==> src/rtl/scpad_tile_walker.sv <==
// scpad_tile_walker: walks a 2-D tile held in a banked scratchpad and emits one
// registered descriptor beat per cycle (per-bank slot, lane and enable masks).
// Build option SCPAD_WALKER_SKEW_EN: skewed layout, where each tile row is
// rotated across the banks by its row index so that a column walk touches every
// row in a single conflict-free beat. When SCPAD_WALKER_SKEW_EN is not defined,
// a column walk emits one element per beat.
module scpad_tile_walker #(
   parameter  int NUM_COLS      = 32,
   parameter  int ELEM_BITS     = 16,
   parameter  int NUM_ROWS      = 32768,
   parameter  int NUM_SCPADS    = 2,
   parameter  int MAX_TILE_SIZE = 32,
   localparam int DIMW = $clog2(MAX_TILE_SIZE),
   localparam int AW   = $clog2(NUM_ROWS*NUM_COLS*ELEM_BITS/8),
   localparam int SIDW = $clog2(NUM_SCPADS),
   localparam int SW   = $clog2(NUM_ROWS),
   localparam int CW   = $clog2(NUM_COLS)
) (
   input  logic                   CLK,
   input  logic                   RST,
   input  logic                   req_valid,
   output logic                   req_ready,
   input  logic                   req_write,
   input  logic [AW-1:0]          req_addr,
   input  logic [DIMW-1:0]        req_num_rows,
   input  logic [DIMW-1:0]        req_num_cols,
   input  logic                   req_row_or_col,
   input  logic [SIDW-1:0]        req_scpad_id,
   output logic                   beat_valid,
   input  logic                   beat_ready,
   output logic                   beat_write,
   output logic [SIDW-1:0]        beat_scpad_id,
   output logic [NUM_COLS*SW-1:0] beat_slot_mask,
   output logic [NUM_COLS*CW-1:0] beat_shift_mask,
   output logic [NUM_COLS-1:0]    beat_valid_mask,
   output logic                   beat_last,
   output logic                   done
);

`ifdef SCPAD_WALKER_SKEW_EN
   localparam bit LP_SKEW = 1'b1;
`else
   localparam bit LP_SKEW = 1'b0;
`endif

   localparam int EB = $clog2(ELEM_BITS/8);
   localparam int RB = $clog2(NUM_COLS*ELEM_BITS/8);

   typedef enum logic [0:0] {ST_IDLE, ST_ISSUE} state_t;

   state_t                r_state;
   logic                  r_ready;
   logic                  r_bvalid;
   logic                  r_done;
   logic                  r_last;
   logic                  r_write;
   logic [SIDW-1:0]       r_sid;
   logic [SW-1:0]         r_br;
   logic [CW-1:0]         r_bc;
   logic [DIMW-1:0]       r_nr;
   logic [DIMW-1:0]       r_nc;
   logic                  r_rc;
   logic [DIMW-1:0]       r_bi;
   logic [DIMW-1:0]       r_ei;
   logic [NUM_COLS*SW-1:0] r_slot;
   logic [NUM_COLS*CW-1:0] r_shift;
   logic [NUM_COLS-1:0]   r_vmask;

   logic [SW-1:0]         w_br;
   logic [CW-1:0]         w_bc;
   logic [DIMW-1:0]       w_nr;
   logic [DIMW-1:0]       w_nc;
   logic                  w_rc;
   logic [DIMW-1:0]       w_bi;
   logic [DIMW-1:0]       w_ei;
   logic                  w_last;
   logic [CW-1:0]         w_k;
   logic [NUM_COLS*SW-1:0] w_slot;
   logic [NUM_COLS*CW-1:0] w_shift;
   logic [NUM_COLS-1:0]   w_vmask;

   // Select the tile fields and the index of the beat to be loaded next:
   // beat 0 of the incoming request in IDLE, the following beat in ISSUE.
   always_comb begin
      if (r_state == ST_IDLE) begin
         w_br = SW'(req_addr >> RB);
         w_bc = CW'(req_addr >> EB);
         w_nr = req_num_rows;
         w_nc = req_num_cols;
         w_rc = req_row_or_col;
         w_bi = '0;
         w_ei = '0;
      end else begin
         w_br = r_br;
         w_bc = r_bc;
         w_nr = r_nr;
         w_nc = r_nc;
         w_rc = r_rc;
         w_bi = r_bi;
         w_ei = r_ei;
         if (r_rc && !LP_SKEW) begin
            if (r_ei == r_nr) begin
               w_ei = '0;
               w_bi = r_bi + DIMW'(1);
            end else begin
               w_ei = r_ei + DIMW'(1);
            end
         end else begin
            w_bi = r_bi + DIMW'(1);
         end
      end
   end

   // Build the per-bank masks of the selected beat. Each bank inverts the layout
   // mapping: w_k is the tile column (row walk) or row (skewed column walk)
   // that would sit in this bank, and the bank is enabled if that index is
   // inside the tile.
   always_comb begin
      w_slot  = '0;
      w_shift = '0;
      w_vmask = '0;
      w_k     = '0;
      for (int unsigned b = 0; b < NUM_COLS; b++) begin
         w_k = CW'(b) - w_bc - (LP_SKEW ? CW'(w_bi) : CW'(0));
         if (!w_rc) begin
            if (32'(w_k) <= 32'(w_nc)) begin
               w_vmask[b]          = 1'b1;
               w_slot[b*SW +: SW]  = w_br + SW'(w_bi);
               w_shift[b*CW +: CW] = w_k;
            end
         end else if (LP_SKEW) begin
            if (32'(w_k) <= 32'(w_nr)) begin
               w_vmask[b]          = 1'b1;
               w_slot[b*SW +: SW]  = w_br + SW'(w_k);
               w_shift[b*CW +: CW] = w_k;
            end
         end else begin
            if (w_k == CW'(w_bi)) begin
               w_vmask[b]          = 1'b1;
               w_slot[b*SW +: SW]  = w_br + SW'(w_ei);
               w_shift[b*CW +: CW] = CW'(w_ei);
            end
         end
      end
      if (!w_rc) begin
         w_last = (w_bi == w_nr);
      end else if (LP_SKEW) begin
         w_last = (w_bi == w_nc);
      end else begin
         w_last = (w_bi == w_nc) && (w_ei == w_nr);
      end
   end

   // Walker FSM: latch the request, present registered beats, hold them under
   // backpressure, and return to IDLE with a done pulse after the last beat.
   always_ff @(posedge CLK or posedge RST) begin
      if (RST) begin
         r_state  <= ST_IDLE;
         r_ready  <= 1'b1;
         r_bvalid <= 1'b0;
         r_done   <= 1'b0;
         r_last   <= 1'b0;
         r_write  <= 1'b0;
         r_sid    <= '0;
         r_br     <= '0;
         r_bc     <= '0;
         r_nr     <= '0;
         r_nc     <= '0;
         r_rc     <= 1'b0;
         r_bi     <= '0;
         r_ei     <= '0;
         r_slot   <= '0;
         r_shift  <= '0;
         r_vmask  <= '0;
      end else begin
         r_done <= 1'b0;
         case (r_state)
            ST_IDLE: begin
               if (req_valid) begin
                  r_state  <= ST_ISSUE;
                  r_ready  <= 1'b0;
                  r_write  <= req_write;
                  r_sid    <= req_scpad_id;
                  r_br     <= w_br;
                  r_bc     <= w_bc;
                  r_nr     <= w_nr;
                  r_nc     <= w_nc;
                  r_rc     <= w_rc;
                  r_bi     <= w_bi;
                  r_ei     <= w_ei;
                  r_bvalid <= 1'b1;
                  r_last   <= w_last;
                  r_slot   <= w_slot;
                  r_shift  <= w_shift;
                  r_vmask  <= w_vmask;
               end
            end
            ST_ISSUE: begin
               if (beat_ready) begin
                  if (r_last) begin
                     r_state  <= ST_IDLE;
                     r_ready  <= 1'b1;
                     r_done   <= 1'b1;
                     r_bvalid <= 1'b0;
                     r_last   <= 1'b0;
                     r_bi     <= '0;
                     r_ei     <= '0;
                     r_slot   <= '0;
                     r_shift  <= '0;
                     r_vmask  <= '0;
                  end else begin
                     r_bi    <= w_bi;
                     r_ei    <= w_ei;
                     r_last  <= w_last;
                     r_slot  <= w_slot;
                     r_shift <= w_shift;
                     r_vmask <= w_vmask;
                  end
               end
            end
            default: r_state <= ST_IDLE;
         endcase
      end
   end

   assign req_ready       = r_ready;
   assign beat_valid      = r_bvalid;
   assign beat_write      = r_write;
   assign beat_scpad_id   = r_sid;
   assign beat_slot_mask  = r_slot;
   assign beat_shift_mask = r_shift;
   assign beat_valid_mask = r_vmask;
   assign beat_last       = r_last;
   assign done            = r_done;

endmodule

==> config.mk <==
export PLATFORM = sky130hd
export DESIGN_NAME = scpad_tile_walker
export DESIGN_NICKNAME = d
export VERILOG_FILES = /design/src/rtl/scpad_tile_walker.sv
export SDC_FILE = /design/constraint.sdc
export NUM_CORES = 2
export LEC_CHECK = 0
export BUFFER_PORTS_ARGS = -buffer_cell sky130_fd_sc_hd__clkbuf_2
export CORE_AREA = 2 2 277 279
export DETAILED_ROUTE_END_ITERATION = 8
export DIE_AREA = 0 0 279 281
export HOLD_SLACK_MARGIN = 0.1
export PLACE_DENSITY = 0.78
export SLEW_MARGIN = 20
export SYNTH_ARGS = -nofsm -noshare
export SYNTH_HDL_FRONTEND = slang
export SYNTH_SLANG_ARGS = --single-unit
==> constraint.sdc <==
create_clock -name CLK -period 29.3 [get_ports CLK]
set_input_delay 1.465 -clock CLK [delete_from_list [all_inputs] [get_ports CLK]]
set_output_delay 1.465 -clock CLK [all_outputs]
set_load 0.005 [all_outputs]
==> results_dict.tcl <==
set metrics [dict create \
    slew_violations 0 \
    path_clk_slew_ps 60 \
    fill_cells 6547 \
    first_pass_iters 6 \
    regToRegSetupSlack_ps 23390 \
    grt_pass1_wl_mm 229 \
    min_from "req_ready" \
    synth_xor_area_share_pct 2.71 \
    synth_top_family_by_area "compound AO/OA/AOI/OAI gates" \
    critPathTopFamily "buffers and inverters" \
    holdCritPathClass "register to register" \
    worstSkewPairLatency_ps 650 \
    whs_path_depth 2 \
    synthSimpleGateAreaFrac_pct 13.5 \
    top_layer_used "met5" \
    synth_warnings 0 \
    overflow 0 \
    initial_utilization_pct 45.7 \
    ys_types 84 \
    root_buffer "clkbuf_16" \
    rows 101 \
    cts_buffers 77 \
    synth_seq_cells 720 \
    wl_met3_mm 19.1 \
    r2r_start "r_state" \
    netlist_instances 3362 \
    cp.required_ps 29750 \
    tightest_slew_ps 1240 \
    slowest_stage "xnor2_4" \
    skew_ps 32.1 \
    routabilityCongestion 1.00 \
    syn_nets 3488 \
    reg2reg_depth 15 \
    synth.avg_cell_area_um2 10.3 \
    hold_viol 0 \
    slew_headroom_pct 14.9 \
    min_period_ps 5910 \
    path_buf_inv 4 \
    finalCritPeriodShare_pct 20.2 \
    clockBufferDepth 3 \
    yosys.area.top_type_share_pct 52.2 \
    grt_antenna_before_repair 7 \
    synth-edff-count 0 \
    wl_met2_mm 70.6 \
    wl_mm 162 \
    synth_compound_area_share_pct 21.9 \
    drc 0 \
    wl_met1_mm 60.3 \
    die_x_um 279 \
    via_per_inst 6.71 \
    vias 33251 \
    post_cts_resized 0 \
    port-buffer-count 714 \
    cts_tree "done" \
    outcome "finished, final reports clean" \
    synthMuxAreaShare_pct 1.46 \
    antenna_left 0 \
    yosysSeqAreaShare_pct 52.3 \
    grt_setup_unrepaired "no" \
    die_h_um 281 \
    maxCapViolations 0 \
    arrival_ps 6350 \
    nets 4041 \
    critPathKind "register to register" \
    clock_sinks 720 \
    ctsHtreeMaxLevel 3 \
    holdPathEnd "req_ready" \
    post-cts-setup-buffers 0 \
    max_freq_mhz 169 \
    fp.dieArea_um2 78400 \
    critPathMaxFanout 50 \
    grtUsageTotal_pct 40.4 \
    ys.flop_type "dfrtp_1" \
    fin_tns_setup_ps 0 \
    grt_pass1_vias 31847 \
    multiInputGateArea_um2 15100 \
    max_stage_delay_ps 740 \
    synthArstFlopShare_pct 100 \
    synth_area_leaders "dfrtp_1 (52%), o221ai_1 (14%), nand2_1 (9.0%), ha_1 (3.1%), clkbuf_1 (2.4%)" \
    end_kind "register" \
    yosys.area_share.adder_pct 3.24 \
    start_kind "register" \
    ios 716 \
    wl_per_cell_um 32.6 \
    crit_path_cell_trace "buf_4 > inv_1 > nor2_1 > ha_1 > inv_1 > fa_1 > nor2b_1 > o21ai_0 > nand2b_1 > o21ai_0 > nor3_1 > nand3_1 > xnor2_4 > buf_4 > o221ai_1" \
    synth_area_leader_cell "dfrtp_1" \
    place_hpwl_mm 109 \
    ff_latch_area_um2 18000 \
    reg2reg_to "beat_slot_mask[269]" \
    design.core.area_um2 75400 \
    layout-drive-gt1-share_pct 26.8 \
    setup_viol 0 \
    grt_start_max_net_pins 224 \
    post_synth_instance_area_um2 34500 \
    area_growth_pct 20.3 \
    drt-initial-drc-count 4670 \
    postCtsHoldBufs 0 \
]
==> logic make-up (layout without fill, tap and decap cells) <==
kind of cell / Yosys count / count (layout)
muxes: 42 / 42
and+or+nand+nor: 1097 / 1097
buffers and inverters: 401 / 1008
xor gates and xnor gates: 98 / 98
other: 0 / 5
AOI/OAI and AO/OA: 916 / 916
DFF: 720 / 720
adders and majority gates: 88 / 88
==> cells in the mapped netlist (all sizes together), types with 10 or more instances <==
cell and instances:
ha 86, clkbuf 219, nor2 90, a21oi 73, xor2 13, and3 13
a21boi 13, a221o 16, nor3 17, xnor2 85, o221ai 576, nor2b 13
a22o 10, o21ai 102, nand2 828, inv 74, o211ai 36, mux2i 35
a22oi 31, buf 107, dfrtp 719, nand3 23, nand4 13, a21o 15
nand2b 54
==> registers in the layout, indices dropped and copies added, names as in the netlist <==
name / flops
beat_last: 1
beat_scpad_id: 1
beat_shift_mask: 160
beat_slot_mask: 480
beat_valid: 1
beat_valid_mask: 32
beat_write: 1
done: 1
r_bc: 5
r_bi: 5
r_br: 15
r_ei: 5
r_nc: 5
r_nr: 5
r_rc: 1
r_state: 1
req_ready: 1
==> worst register-to-register path: cells and delay by family (launching register included) <==
| family | cells | cell delay (ps) |
|---|---|---|
| buf+inv | 4 | 1750 |
| simple gates | 5 | 1520 |
| xor+xnor | 1 | 740 |
| fa+ha+maj | 2 | 650 |
| flops | 1 | 640 |
| compound gates | 3 | 420 |
==> through the flow <==
stage	worst slack [ps]	cells	util (%)	area [um^2]	hold WS (ps)
after floorplan	7640	3362	-	34500	440
after global placement	23030	4813	51.4	38800	450
after detailed placement	23030	4813	51.5	38800	458
after CTS	23510	4946	54.9	41400	468
after global routing	23170	4950	54.9	41500	481
final	23390	4952	55.0	41500	466
==> cell type report <==
cell class	count	area share [%]
Timing Repair Buffer	800	10.3
Clock buffer	104	5.25
Multi-Input combinational cell	2241	36.3
Sequential cell	720	43.5
Antenna cell	5	0.0302
Clock inverter	29	0.951
Tap cell	978	2.95
Inverter	75	0.700
==> worst max path at each step <==
stage | start | end | slack (ps) | depth (start not counted)
after global routing | r_state | beat_slot_mask[269] | 23170 | 15
after floorplan | RST | beat_last | 7640 | 1
after CTS | r_state | beat_slot_mask[269] | 23510 | 15
after detailed placement | req_addr[3] | beat_slot_mask[464] | 23030 | 14
after global placement | req_addr[3] | beat_slot_mask[464] | 23030 | 14
final | r_state | beat_slot_mask[269] | 23390 | 15
==> routing by layer <==
layer | global-route usage [%] | vias up
met5 | 0 | -
met4 | 26.1 | 4
met3 | 11.9 | 626
met2 | 59.3 | 2591
met1 | 52.2 | 16568
li1 | - | 13462
==> layout by cell type, fill, tap and decap left out, types with 23 or more instances in the layout <==
master and n:
a22oi_1 31, buf_4 78, a21oi_1 71, clkbuf_16 77
dfrtp_1 718, ha_1 86, nand2b_1 53, o221ai_2 40
mux2i_1 23, o221ai_1 536, nor2_1 88, inv_1 71
o21ai_0 76, clkbuf_2 714, o211ai_1 36, xnor2_1 71
nand2_1 815
Power is not shown: default switching activity piles up to over one toggle a cycle in this logic, so the estimate is an artifact.
